`config.mk`:
```
export PLATFORM = sky130hd
export DESIGN_NAME = bus_cycle_sequencer
export DESIGN_NICKNAME = d
export VERILOG_FILES = /design/src/rtl/bus_cycle_sequencer.sv
export SDC_FILE = /design/constraint.sdc
export NUM_CORES = 1
export LEC_CHECK = 0
export CAP_MARGIN = 20
export CORE_ASPECT_RATIO = 1.2
export CORE_MARGIN = 2
export CORE_UTILIZATION = 51
export DETAILED_ROUTE_END_ITERATION = 7
export PLACE_DENSITY = 0.79
export SLEW_MARGIN = 20
export SYNTH_ARGS = -nofsm -noshare
export SYNTH_HDL_FRONTEND = slang
export SYNTH_SLANG_ARGS = --single-unit
export TNS_END_PERCENT = 10
```
`constraint.sdc`:
```
create_clock -name clk -period 4.55 [get_ports clk]
set_clock_uncertainty 0.15 [all_clocks]
set_input_delay 0.91 -clock clk [delete_from_list [all_inputs] [get_ports clk]]
set_output_delay 0.91 -clock clk [all_outputs]
set_load 0.01 [all_outputs]
```
`src/rtl/bus_cycle_sequencer.sv`:
```
// Machine-cycle / T-state sequencer for the 8085-class core: M1 opcode fetch plus up to
// MAX_MC-1 read/write cycles, with READY wait states and HOLD/HLDA bus release.
module bus_cycle_sequencer #(
    parameter int unsigned  MAX_MC  = 5,
    parameter bit           WAIT_EN = 1'b1,
    localparam int unsigned MC_W    = $clog2(MAX_MC),
    localparam int unsigned TY_W    = 2 * (MAX_MC - 1)
) (
    input  logic            clk,
    input  logic            reset,
    input  logic            ready,
    input  logic            hold,
    input  logic            desc_lng,
    input  logic [MC_W-1:0] desc_ncyc,
    input  logic [TY_W-1:0] desc_types,
    output logic [3:0]      t_state,
    output logic [MC_W-1:0] mc_index,
    output logic            ale,
    output logic            rd_n,
    output logic            wr_n,
    output logic            io_m_n,
    output logic            s1,
    output logic            s0,
    output logic            hlda,
    output logic            fetch_strobe,
    output logic            desc_take,
    output logic            instr_done
);

    typedef enum logic [3:0] {
        TRESET = 4'd0,
        T1     = 4'd1,
        T2     = 4'd2,
        T3     = 4'd3,
        T4     = 4'd4,
        T5     = 4'd5,
        T6     = 4'd6,
        TW     = 4'd7,
        THOLD  = 4'd8
    } tstate_e;

    tstate_e         state_q, state_d;
    logic [MC_W-1:0] mc_q, mc_d;
    logic [MC_W-1:0] pend_q, pend_d;
    logic [MC_W-1:0] ncyc_q, ncyc_d;
    logic [MC_W-1:0] ncyc_clamp;
    logic [MC_W-1:0] mc_next;
    logic            lng_q, lng_d;
    logic [TY_W-1:0] types_q, types_d;
    logic            boundary;

    logic            ale_q, ale_d;
    logic            rd_n_q, rd_n_d;
    logic            wr_n_q, wr_n_d;
    logic            io_m_n_q, io_m_n_d;
    logic [1:0]      stat_q, stat_d;
    logic            hlda_q, hlda_d;
    logic            fetch_q, fetch_d;
    logic            take_q, take_d;
    logic            done_q, done_d;

    logic            m1_d;
    logic [1:0]      ty_d;
    logic            bus_ph;
    logic            addr_ph;
    logic            in_cyc;

    // Type field of machine cycle k (k >= 1); M1 has no entry in the table.
    function automatic logic [1:0] cyc_type(input logic [TY_W-1:0] ty, input logic [MC_W-1:0] k);
        logic [TY_W-1:0] sh;
        sh = (k == '0) ? '0 : (ty >> (2 * (32'(k) - 32'd1)));
        return sh[1:0];
    endfunction

    assign ncyc_clamp = (desc_ncyc > MC_W'(MAX_MC - 1)) ? MC_W'(MAX_MC - 1) : desc_ncyc;

    // Next-state: T-state walk, descriptor capture and cycle-boundary / hold handling.
    always_comb begin
        state_d  = state_q;
        mc_d     = mc_q;
        pend_d   = pend_q;
        lng_d    = lng_q;
        ncyc_d   = ncyc_q;
        types_d  = types_q;
        boundary = 1'b0;
        mc_next  = '0;

        case (state_q)
            TRESET: begin
                state_d = T1;
                mc_d    = '0;
            end
            T1:      state_d = T2;
            T2, TW:  state_d = (WAIT_EN && !ready) ? TW : T3;
            T3: begin
                if (mc_q == '0) begin
                    state_d = T4;
                end else begin
                    boundary = 1'b1;
                end
            end
            T4: begin
                lng_d   = desc_lng;
                ncyc_d  = ncyc_clamp;
                types_d = desc_types;
                if (desc_lng) begin
                    state_d = T5;
                end else begin
                    boundary = 1'b1;
                end
            end
            T5:      state_d = T6;
            T6:      boundary = 1'b1;
            THOLD: begin
                if (!hold) begin
                    state_d = T1;
                    mc_d    = pend_q;
                end
            end
            default: state_d = TRESET;
        endcase

        if (boundary) begin
            mc_next = (mc_q < ncyc_d) ? mc_q + MC_W'(1) : '0;
            if (hold) begin
                state_d = THOLD;
                pend_d  = mc_next;
            end else begin
                state_d = T1;
                mc_d    = mc_next;
            end
        end
    end

    // Output decode of the next state, so registered outputs line up with t_state.
    always_comb begin
        m1_d     = (mc_d == '0);
        ty_d     = m1_d ? 2'b00 : cyc_type(types_d, mc_d);
        bus_ph   = (state_d inside {T2, TW, T3});
        addr_ph  = (state_d inside {T1, T2, TW, T3});
        in_cyc   = (state_d inside {T1, T2, TW, T3, T4, T5, T6});

        ale_d    = (state_d == T1);
        rd_n_d   = !(bus_ph && (m1_d || !ty_d[0]));
        wr_n_d   = !(bus_ph && !m1_d && ty_d[0]);
        io_m_n_d = addr_ph && !m1_d && ty_d[1];
        stat_d   = 2'b00;
        if (in_cyc) begin
            stat_d = m1_d ? 2'b11 : (ty_d[0] ? 2'b01 : 2'b10);
        end
        hlda_d   = (state_d == THOLD);
        fetch_d  = (state_d == T3) && m1_d;
        take_d   = (state_d == T4);
        // Entering T4 the descriptor for this instruction is already on the inputs.
        done_d   = ((state_d == T4) && !desc_lng && (ncyc_clamp == '0))
                || ((state_d == T6) && lng_d && (ncyc_d == '0))
                || ((state_d == T3) && !m1_d && (mc_d == ncyc_d));
    end

    always_ff @(posedge clk) begin
        if (reset) begin
            state_q  <= TRESET;
            mc_q     <= '0;
            pend_q   <= '0;
            lng_q    <= 1'b0;
            ncyc_q   <= '0;
            types_q  <= '0;
            ale_q    <= 1'b0;
            rd_n_q   <= 1'b1;
            wr_n_q   <= 1'b1;
            io_m_n_q <= 1'b0;
            stat_q   <= 2'b00;
            hlda_q   <= 1'b0;
            fetch_q  <= 1'b0;
            take_q   <= 1'b0;
            done_q   <= 1'b0;
        end else begin
            state_q  <= state_d;
            mc_q     <= mc_d;
            pend_q   <= pend_d;
            lng_q    <= lng_d;
            ncyc_q   <= ncyc_d;
            types_q  <= types_d;
            ale_q    <= ale_d;
            rd_n_q   <= rd_n_d;
            wr_n_q   <= wr_n_d;
            io_m_n_q <= io_m_n_d;
            stat_q   <= stat_d;
            hlda_q   <= hlda_d;
            fetch_q  <= fetch_d;
            take_q   <= take_d;
            done_q   <= done_d;
        end
    end

    assign t_state      = state_q;
    assign mc_index     = mc_q;
    assign ale          = ale_q;
    assign rd_n         = rd_n_q;
    assign wr_n         = wr_n_q;
    assign io_m_n       = io_m_n_q;
    assign s1           = stat_q[1];
    assign s0           = stat_q[0];
    assign hlda         = hlda_q;
    assign fetch_strobe = fetch_q;
    assign desc_take    = take_q;
    assign instr_done   = done_q;

endmodule

```
After elaboration in Yosys (flattened, before gate mapping)
Index checks and enable logic that the tools add are counted.
{"block": "classes", "addsub": 2, "n_mul": 0, "div_mod_pow": 0, "n_lt_le_gt_ge": 2, "eq_ne": 17, "shift": 1, "mux": 22, "bitwise_logic": 1, "reduce_logical": 31}
{"op": "4-bit by 3-bit == test with 1-bit output, second input constant", "count": 8}
{"op": "4-bit case mux with 8 select lines", "count": 1}
{"op": "8-bit by 32-bit right shift with 2-bit output", "count": 1}
{"op": "3-bit two-way mux", "count": 7}
{"op": "4-bit two-way mux", "count": 5}
{"op": "4-bit by 2-bit == test with 1-bit output, second input constant", "count": 4}
{"op": "1-bit logical AND", "count": 12}
{"op": "3-bit logical NOT", "count": 4}
{"op": "4-bit by 1-bit == test with 1-bit output, second input constant", "count": 2}
{"op": "4-bit == test, second input constant", "count": 2}
{"op": "8-bit two-way mux", "count": 1}
{"op": "7-bit nonzero test", "count": 1}
{"op": "2-bit two-way mux", "count": 3}
{"op": "3-bit case mux with 2 select lines", "count": 1}
{"op": "1-bit logical NOT", "count": 5}
{"op": "4-bit logical NOT", "count": 1}
{"op": "4-bit nonzero test", "count": 1}
{"op": "2-bit OR reduction", "count": 2}
{"op": "3-bit by 1-bit subtractor with 4-bit output, second input constant", "count": 1}
{"op": "3-bit by 1-bit adder with 3-bit output, second input constant", "count": 1}
{"op": "3-bit == test", "count": 1}
{"op": "3-bit > comparator, second input constant", "count": 1}
{"op": "1-bit logical OR", "count": 3}
{"op": "3-bit less-than comparator", "count": 1}
{"op": "5 further kinds", "count": 7}
{"block": "totals", "ff_bits": 32, "latch_bits": 0, "mem_bits_rw": 0, "mem_bits_ro": 0, "output_inout_bits": 17, "wordCells": 91, "memories": 0}

Logic depth before layout (Yosys ltp)
Gate-level depths: netlist (run 1).
{"block": "logic_depth", "depth_word": 14, "ltp_mapped": 16, "mapped_depth_nobuf": 14}

Worst setup path after synthesis (run 1)
No wires, ideal clock.
{"block": "synth_path", "path_kind": "register to register", "startpoint": "reg state_q[0] (netlist: t_state[0])", "endpoint": "reg wr_n_q (netlist: wr_n)", "setup_time_ns": 0.122, "t_arrival_ns": 3.694, "required_ns": 4.278, "setup_slack_ns": 0.584, "path_stages_with_launch": 17, "n_path_buf": 2, "cell_sequence": "dfxtp_1 buf_4 nor4b_4 buf_2 mux2i_1 ha_1 o21ai_0 nand2b_1 o41a_1 nand2b_1 mux2_2 ha_1 nor2b_1 a221oi_1 o21a_1 o21a_1 nand3_1"}
{"block": "synth_via", "elab_chain_cells": 11, "elab_cells_between_ends": 35}
{"element": "start, declared", "line": "42", "rtl": "tstate_e state_q, state_d;"}
{"element": "start signal, assigned", "line": "178", "rtl": "state_q <= state_d;"}
{"element": "4-bit by 3-bit == test with 1-bit output", "line": "88", "rtl": "case (state_q)"}
{"element": "3-bit two-way mux", "line": "88"}
{"element": "3-bit less-than comparator", "line": "124", "rtl": "mc_next = (mc_q < ncyc_d) ? mc_q + MC_W'(1) : '0;"}
{"element": "3-bit two-way mux", "line": "124"}
{"element": "3-bit two-way mux", "line": "125", "rtl": "if (hold) begin"}
{"element": "3-bit two-way mux", "line": "123", "rtl": "if (boundary) begin"}
{"element": "3-bit by 1-bit subtractor with 4-bit output or 3-bit logical NOT (tied branches)", "line": "71, 137"}
{"element": "8-bit by 32-bit right shift with 2-bit output or 1-bit logical NOT (tied branches)", "line": "71, 145"}
{"element": "2-bit two-way mux or 1-bit logical AND (tied branches)", "line": "138, 145"}
{"element": "1-bit logical AND *", "line": "145", "rtl": "wr_n_d = !(bus_ph && !m1_d && ty_d[0]);"}
{"element": "1-bit logical NOT *", "line": "145"}
{"element": "end signal, assigned", "line": "186", "rtl": "wr_n_q <= wr_n_d;"}
{"element": "end, declared", "line": "54", "rtl": "logic wr_n_q, wr_n_d;"}
Every way passes the cells marked *; elsewhere a longest branch is shown, timed or not.
A chain may end at the register's enable or synchronous reset.

Final worst setup path (run 1)
{"block": "layout_path", "startpoint": "in desc_ncyc[2]", "endpoint": "reg stat_q[0]"}
{"block": "layout_via", "elab_chain_cells": 12, "elab_cells_between_ends": 13}
{"element": "start, declared", "line": "14", "rtl": "input logic [MC_W-1:0] desc_ncyc,"}
{"element": "3-bit > comparator", "line": "75", "rtl": "assign ncyc_clamp = (desc_ncyc > MC_W'(MAX_MC - 1)) ? MC_W'(MAX_MC - 1) : desc_ncyc;"}
{"element": "3-bit two-way mux *", "line": "75"}
{"element": "3-bit two-way mux *", "line": "88"}
{"element": "3-bit less-than comparator *", "line": "124"}
{"element": "3-bit two-way mux *", "line": "124"}
{"element": "3-bit two-way mux *", "line": "125"}
{"element": "3-bit two-way mux *", "line": "123"}
{"element": "3-bit by 1-bit subtractor with 4-bit output", "line": "71", "rtl": "sh = (k == '0) ? '0 : (ty >> (2 * (32'(k) - 32'd1)));"}
{"element": "8-bit by 32-bit right shift with 2-bit output", "line": "71"}
{"element": "2-bit two-way mux", "line": "138", "rtl": "ty_d = m1_d ? 2'b00 : cyc_type(types_d, mc_d);"}
{"element": "2-bit two-way mux", "line": "149", "rtl": "stat_d = m1_d ? 2'b11 : (ty_d[0] ? 2'b01 : 2'b10);"}
{"element": "2-bit two-way mux *", "line": "149"}
{"element": "end signal, assigned", "line": "188", "rtl": "stat_q <= stat_d;"}
{"element": "end, declared", "line": "56", "rtl": "logic [1:0] stat_q, stat_d;"}
Marks and branches as above.

==> results by group, run 1 <==
Synth
  • Mux share of post-synthesis cell area: 8.886%
  • Synth warn: 0
  • Post-synth top area cell: sky130_fd_sc_hd__dfxtp_1
  • Proportion of netlist area held by the largest area contributor: 37.29%
  • Count leader, synth: sky130_fd_sc_hd__dfxtp_1
  • Synth cell count leaders: sky130_fd_sc_hd__dfxtp_1, sky130_fd_sc_hd__nor2_1, sky130_fd_sc_hd__mux2i_1
  • Sequential area share after synthesis: 37.29%
  • Adder-cell area share of the yosys netlist: 4.370%
  • Number of synthesized flops with an enable pin: 0
  • Simple-gate portion of the synthesized area: 24.69%
  • Dominant combinational cell family by area after synthesis: simple AND/OR/NAND/NOR gates
  • Average cell area after synthesis: 8.855 um^2
  • Proportion of synthesized flip-flops having asynchronous set or reset: 0%
  • Syn Nets: 216
  • Cell area after technology mapping: 1718 um^2
  • Share of the synthesized netlist area taken by xor and xnor gates: 2.039%
  • Dominant cells by area after synthesis: sky130_fd_sc_hd__dfxtp_1, sky130_fd_sc_hd__mux2i_1, sky130_fd_sc_hd__nor2_1, sky130_fd_sc_hd__ha_1, sky130_fd_sc_hd__nor2b_1
  • Syn Inst Count: 194
  • Fraction of the mapped netlist area in compound gates: 19.37%
  • Dominant synthesized flop cell: sky130_fd_sc_hd__dfxtp_1
  • Number of distinct library cells after synthesis: 50
  • Number of storage elements in the synthesis netlist: 32

STA
  • Relative slew slack: 38.38%
  • Pins Over Slew Limit: 0
  • Accumulated negative setup slack: 0 ns
  • Max Freq: 234.0 MHz
  • Shortest period the worst path allows: 4.273 ns
  • Share of the clock period used by the worst path: 93.91%
  • Final worst slack: 0.2770 ns
  • Transition time at the pin with the least slew margin: 0.9214 ns
  • Final setup viols: 0
  • Final Hold Vio Count: 0
  • Unrepaired setup endpoints after global routing: no

Floorplan
  • Die Outline Area: 3850 um^2
  • Height of the die: 67.58 um
  • Core Footprint: 3281 um^2
  • I/O Pins: 33
  • Floorplan row count: 23
  • Initial Utilization: 52.36%
  • Die span in x: 56.98 um

Global route
  • Pin count of the biggest net entering global routing: 28
  • Number of antenna violations at the first check in global routing: 0
  • Via count of the first global-routing pass: 1510
  • Global-route wire length before repair: 6734 um
  • Congestion Overflow GR: 0
  • Overall track demand over capacity in global routing: 22.47%

Worst setup path
  • Endpoint class of the critical path: flop
  • Count of buffering cells on the critical path with inverters included: 1
  • Critical path launch point type: input port
  • Cells along the critical path: clkdlybuf4s50_1, nor2b_1, mux2i_1, ha_1, o21ai_0, nand2b_1, o41a_1, nand2b_1, mux2_2, ha_1, nor2b_1, a221oi_1, o21a_1, o221ai_1, a21oi_1
  • Classification of the worst setup path: in -> reg
  • Largest incremental delay on the critical path: 0.53 ns
  • Family of cells with the greatest summed delay on the critical path: compound AO/OA/AOI/OAI gates
  • Master of the slowest instance on the critical path: sky130_fd_sc_hd__clkdlybuf4s50_1
  • Crit path max fanout: 7
  • Required time reported for the critical path endpoint: 4.61 ns
  • Data arrival at the endpoint of the critical path: 4.33 ns

Clock tree
  • Number of CTS-inserted buffers: 5
  • Post-CTS Setup Repair Bufs: 0
  • Root buffer cell: sky130_fd_sc_hd__clkbuf_8
  • Sinks on the clock net: 32
  • Clock insertion delay at the later pin of the skew report: 0.29 ns
  • Max clock buf depth: 2
  • Hold-fix buffers at CTS: 0
  • TritonCTS clock tree: built
  • Number of cells upsized or downsized after cts: 0
  • Clock slew at the register clock pins of the worst setup and hold paths: 0.06 ns
  • Level count of the clock H-tree: 2

Job
  • Max-cap violations: 0

Place
  • Routability congestion estimate: 0.8276
  • Placement-stage worst setup slack: 0.1399 ns
  • I/O Buffers: 32
  • Total half-perimeter wirelength after legalization and detailed placement: 3070 um

Route
  • Detail Route Antenna Nets: 0
  • Initial DRC Count: 57
  • Vias after detailed routing: 1561
  • First-pass DRT Iterations: 4
  • Detailed Route WL: 4087 um
  • Per-cell routed wire length: 15.31 um
  • Post-detailed-route DRC marker count: 0
  • Per-cell via count in the routed design: 5.846

Pwr
  • Maximum VDD drop: 0.0002447 V
  • Final total power: 0.0007585 W
  • Leakage Power: 0.8131 nW
  • Power per standard cell area: 346.2 nW/um^2

Layout
  • Fraction of final layout cells sized beyond drive strength 1: 7.826%
  • Number of diodes: 0
  • Area added between synthesis and finish: 27.53%
  • Number of fill cells: 287
  • Total area of multi-input combinational cells: 1020 um^2
  • Post-layout nets: 251
  • Core utilization of the finished layout: 66.78%
  • Footprint of the flip-flops and latches: 640.6 um^2

Run status
  • Result of the run: completed

Worst hold path
  • Kind of path behind the tightest hold check: reg -> reg
registers in the layout, indices dropped and copies added, names as in the netlist, 2 cells and up:
name      count
mc_index      3
pend_q        3
t_state       4
types_q       8
ncyc_q        3
stat_q        2
per-layer routing:
metal / track usage [%] / vias to the layer above / part of all wire (%)
met1: 26.67 / 725 / 41
met5: 0 / - / 0
li1: - / 768 / -
met3: 5.364 / 8 / 6.0
met2: 39.51 / 60 / 51
met4: 8.140 / 0 / 1.8
worst register-to-register path: cells and delay by family, from the launching register on:
kind / cells / cell delay (ns)
and+or+nand+nor: 4 / 0.87
DFF: 1 / 0.57
AOI/OAI and AO/OA: 6 / 1.16
adders and majority gates: 2 / 0.72
muxes: 2 / 0.66
where the power goes:
part	internal (W)	switching (W)
clock	0.000162	0.000104
sequential	0.000299	0.0000190
combinational	0.0000857	0.0000879
total	0.000548	0.000211
worst paths after layout:
path	startpoint	end	slack, ns	depth (start not counted)
worst max register to register	t_state[2]$_SDFF_PP0_	stat_q[0]$_SDFF_PP0_	0.36	14
worst max-delay path	desc_ncyc[2]	stat_q[0]$_SDFF_PP0_	0.28	15
worst min register to register	types_q[7]$_SDFF_PP0_	types_q[7]$_SDFF_PP0_	0.34	2
worst min-delay path	types_q[7]$_SDFF_PP0_	types_q[7]$_SDFF_PP0_	0.34	2
cells in the final DEF (no fill, tap or decap), drive strengths merged, types with 3 or more instances in the layout:
cell type / n
a21oi: 7
and2: 4
buf: 5
clkbuf: 6
clkdlybuf4s50: 32
dfxtp: 32
ha: 6
inv: 5
mux2i: 13
nand2: 9
nand2b: 5
nand3: 3
nor2: 29
nor2b: 10
nor3: 5
nor4: 4
o211ai: 4
o21ai: 7
or2: 3
xnor2: 4
final cells by class:
type                       count  area share [%]
multi-input combinational    148           46.54
sequential                    32           29.24
timing repair buffer          37           16.33
clock buffer                   6           3.312
tap                           37           2.113
clock inverter                 2           1.599
inverter                       5          0.8567
stage by stage:
stage | hold slack, ns | std cells | area, um^2
2_1_floorplan | 0.2987 | 194 | 1718
3_3_place_gp | 0.3218 | 259 | 2083
3_5_place_dp | 0.3281 | 259 | 2083
4_1_cts | 0.3466 | 267 | 2191
5_1_grt | 0.3773 | 267 | 2191
6_report | 0.3435 | 267 | 2191
kinds of logic (layout without fill, tap and decap cells):
group           Yosys count  after routing
fa+ha+maj                 6              6
compound gates           43             43
buf+inv                  14             50
xor+xnor                  4              4
mux                      15             15
simple gates             80             80
flops                    32             32
Note: power is estimated with default switching activity, not from simulation.
==> run 2, diff against run 1 <==
- CORE_MARGIN: 2 -> 4
==> results by group, run 2 (synthesis results as in run 1) <==
Route
  • Per-cell routed wire length: 15.39 um
  • Initial DRC Count: 70
  • Vias after detailed routing: 1605
  • Per-cell via count in the routed design: 6.034
  • Detailed Route WL: 4094 um
  • Post-detailed-route DRC marker count: 0
  • Detail Route Antenna Nets: 0
  • First-pass DRT Iterations: 4

Pwr
  • Switching power: 0.0002038 W
  • Maximum VDD drop: 0.0002671 V
  • Part of the total power dissipated in the clock network: 33.1%
  • Final total power: 0.0007345 W
  • Share of total power consumed by net switching: 27.74%
  • Relative contribution of combinational cells to total power: 23.5%
  • Leakage Power: 0.8094 nW
  • Internal power component: 0.0005308 W
  • Power per standard cell area: 337.4 nW/um^2
  • Fraction of power consumed by sequential logic: 43.3%

Worst setup path
  • Classification of the worst setup path: in -> reg
  • Endpoint class of the critical path: flop
  • Data arrival at the endpoint of the critical path: 4.17 ns
  • Count of buffering cells on the critical path with inverters included: 1
  • Master of the slowest instance on the critical path: sky130_fd_sc_hd__clkdlybuf4s50_1
  • Required time reported for the critical path endpoint: 4.63 ns
  • Largest incremental delay on the critical path: 0.53 ns
  • Crit path max fanout: 7
  • Cells along the critical path: clkdlybuf4s50_1, nor2b_1, mux2i_1, ha_1, o21ai_0, nand2b_1, o41a_1, nand2b_1, mux2_2, ha_1, nor2b_1, a221oi_1, o21a_1, o21a_1, nand3_1
  • Critical path launch point type: input port
  • Family of cells with the greatest summed delay on the critical path: compound AO/OA/AOI/OAI gates

Place
  • I/O Buffers: 32
  • Routability congestion estimate: 0.8935
  • Total half-perimeter wirelength after legalization and detailed placement: 3215 um

STA
  • Transition time at the pin with the least slew margin: 0.9384 ns
  • Max Freq: 244.3 MHz
  • Unrepaired setup endpoints after global routing: no
  • Final setup viols: 0
  • Shortest period the worst path allows: 4.093 ns
  • Final Hold Vio Count: 0
  • Accumulated negative setup slack: 0 ns
  • Pins Over Slew Limit: 0
  • Relative slew slack: 37.24%
  • Share of the clock period used by the worst path: 89.95%

Layout
  • Flip-flop count of the largest register after layout: 8
  • Post-layout nets: 251
  • Fraction of final layout cells sized beyond drive strength 1: 8.261%
  • Largest reg by FF count: types_q
  • Number of diodes: 0
  • Area added between synthesis and finish: 26.73%
  • Most used cells in the layout excluding fill and tap cells: sky130_fd_sc_hd__dfxtp_1, sky130_fd_sc_hd__clkdlybuf4s50_1, sky130_fd_sc_hd__nor2_1, sky130_fd_sc_hd__mux2i_1, sky130_fd_sc_hd__nor2b_1

Floorplan
  • I/O Pins: 33
  • Initial Utilization: 54.74%
  • Die Outline Area: 4365 um^2
  • Floorplan row count: 22
  • Die span in x: 60.98 um
  • Core Footprint: 3138 um^2
  • Height of the die: 71.58 um

Clock tree
  • Number of CTS-inserted buffers: 5
  • Clock insertion delay at the later pin of the skew report: 0.33 ns
  • Level count of the clock H-tree: 2
  • Sinks on the clock net: 32
  • Root buffer cell: sky130_fd_sc_hd__clkbuf_4
  • TritonCTS clock tree: built
  • Hold-fix buffers at CTS: 0
  • Number of cells upsized or downsized after cts: 0
  • Post-CTS Setup Repair Bufs: 0
  • Clock slew at the register clock pins of the worst setup and hold paths: 0.10 ns
  • Max clock buf depth: 2

Global route
  • Global-route wire length before repair: 6975 um
  • Congestion Overflow GR: 0
  • Number of antenna violations at the first check in global routing: 0
  • Overall track demand over capacity in global routing: 20.81%
  • Via count of the first global-routing pass: 1575
  • Pin count of the biggest net entering global routing: 28

Run status
  • Result of the run: completed

Worst hold path
  • Kind of path behind the tightest hold check: reg -> reg

Job
  • Max-cap violations: 0
[run 2: per-stage QoR]
stage / hold slack (ns) / instances / instance area (um^2) / util [%] / worst slack, ns
after floorplan: 0.2987 / 194 / 1718 / - / 0.5837
after global placement: 0.3217 / 258 / 2082 / 66.35 / 0.3226
after detailed placement: 0.3304 / 258 / 2082 / 66.35 / 0.1265
after CTS: 0.3546 / 266 / 2177 / 69.38 / 0.4775
after global routing: 0.3894 / 266 / 2177 / 69.38 / 0.1301
final: 0.3539 / 266 / 2177 / 69.38 / 0.4574
[run 2: worst reg2reg max path: stages, from the launching register on]
cell and delay [ns]:
sky130_fd_sc_hd__dfxtp_1 0.57, sky130_fd_sc_hd__nor4b_4 0.47, sky130_fd_sc_hd__mux2i_1 0.30, sky130_fd_sc_hd__ha_1 0.29, sky130_fd_sc_hd__o21ai_0 0.21, sky130_fd_sc_hd__nand2b_1 0.11
sky130_fd_sc_hd__o41a_1 0.17, sky130_fd_sc_hd__nand2b_1 0.18, sky130_fd_sc_hd__mux2_2 0.31, sky130_fd_sc_hd__ha_1 0.41, sky130_fd_sc_hd__nor2b_1 0.10, sky130_fd_sc_hd__a221oi_1 0.28
sky130_fd_sc_hd__o21a_1 0.19, sky130_fd_sc_hd__o21a_1 0.16, sky130_fd_sc_hd__nand3_1 0.07
[run 2: final timing paths]
kind | startpoint | end | slack (ns) | cells after the start
worst max register to register | t_state[2]$_SDFF_PP0_ | wr_n$_SDFF_PP1_ | 0.49 | 14
worst min-delay path | pend_q[0]$_SDFFE_PP0P_ | pend_q[0]$_SDFFE_PP0P_ | 0.35 | 2
worst min register to register | pend_q[0]$_SDFFE_PP0P_ | pend_q[0]$_SDFFE_PP0P_ | 0.35 | 2
worst max-delay path | desc_ncyc[2] | wr_n$_SDFF_PP1_ | 0.46 | 15
[run 2: layer usage]
metal | GRT usage, % | wire length (um) | vias to the layer above
met5 | 0 | 0 | -
met4 | 9.398 | 115 | 0
met3 | 5.225 | 224 | 12
met2 | 34.01 | 2034 | 56
met1 | 25.11 | 1719 | 765
li1 | - | - | 772
[run 2: power groups by stage]
| stage | registers, W | clock network [W] | logic, W |
|---|---|---|---|
| floorplan | 0.000321 | 0 | 0.000108 |
| global placement | 0.000323 | 0 | 0.000168 |
| detailed placement | 0.000325 | 0 | 0.000171 |
| CTS | 0.000319 | 0.000250 | 0.000172 |
| global route | 0.000322 | 0.000261 | 0.000189 |
| finish | 0.000318 | 0.000243 | 0.000173 |
[run 2: final cells by class]
type                    instances  area, um^2
inverters                       5       18.77
flip-flops and latches         32       640.6
well taps                      36       45.04
repair buffers                 37       357.8
multi-input cells             148        1020
clock inverters                 1       30.03
fillers                       272       960.9
clock buffers                   7       65.06
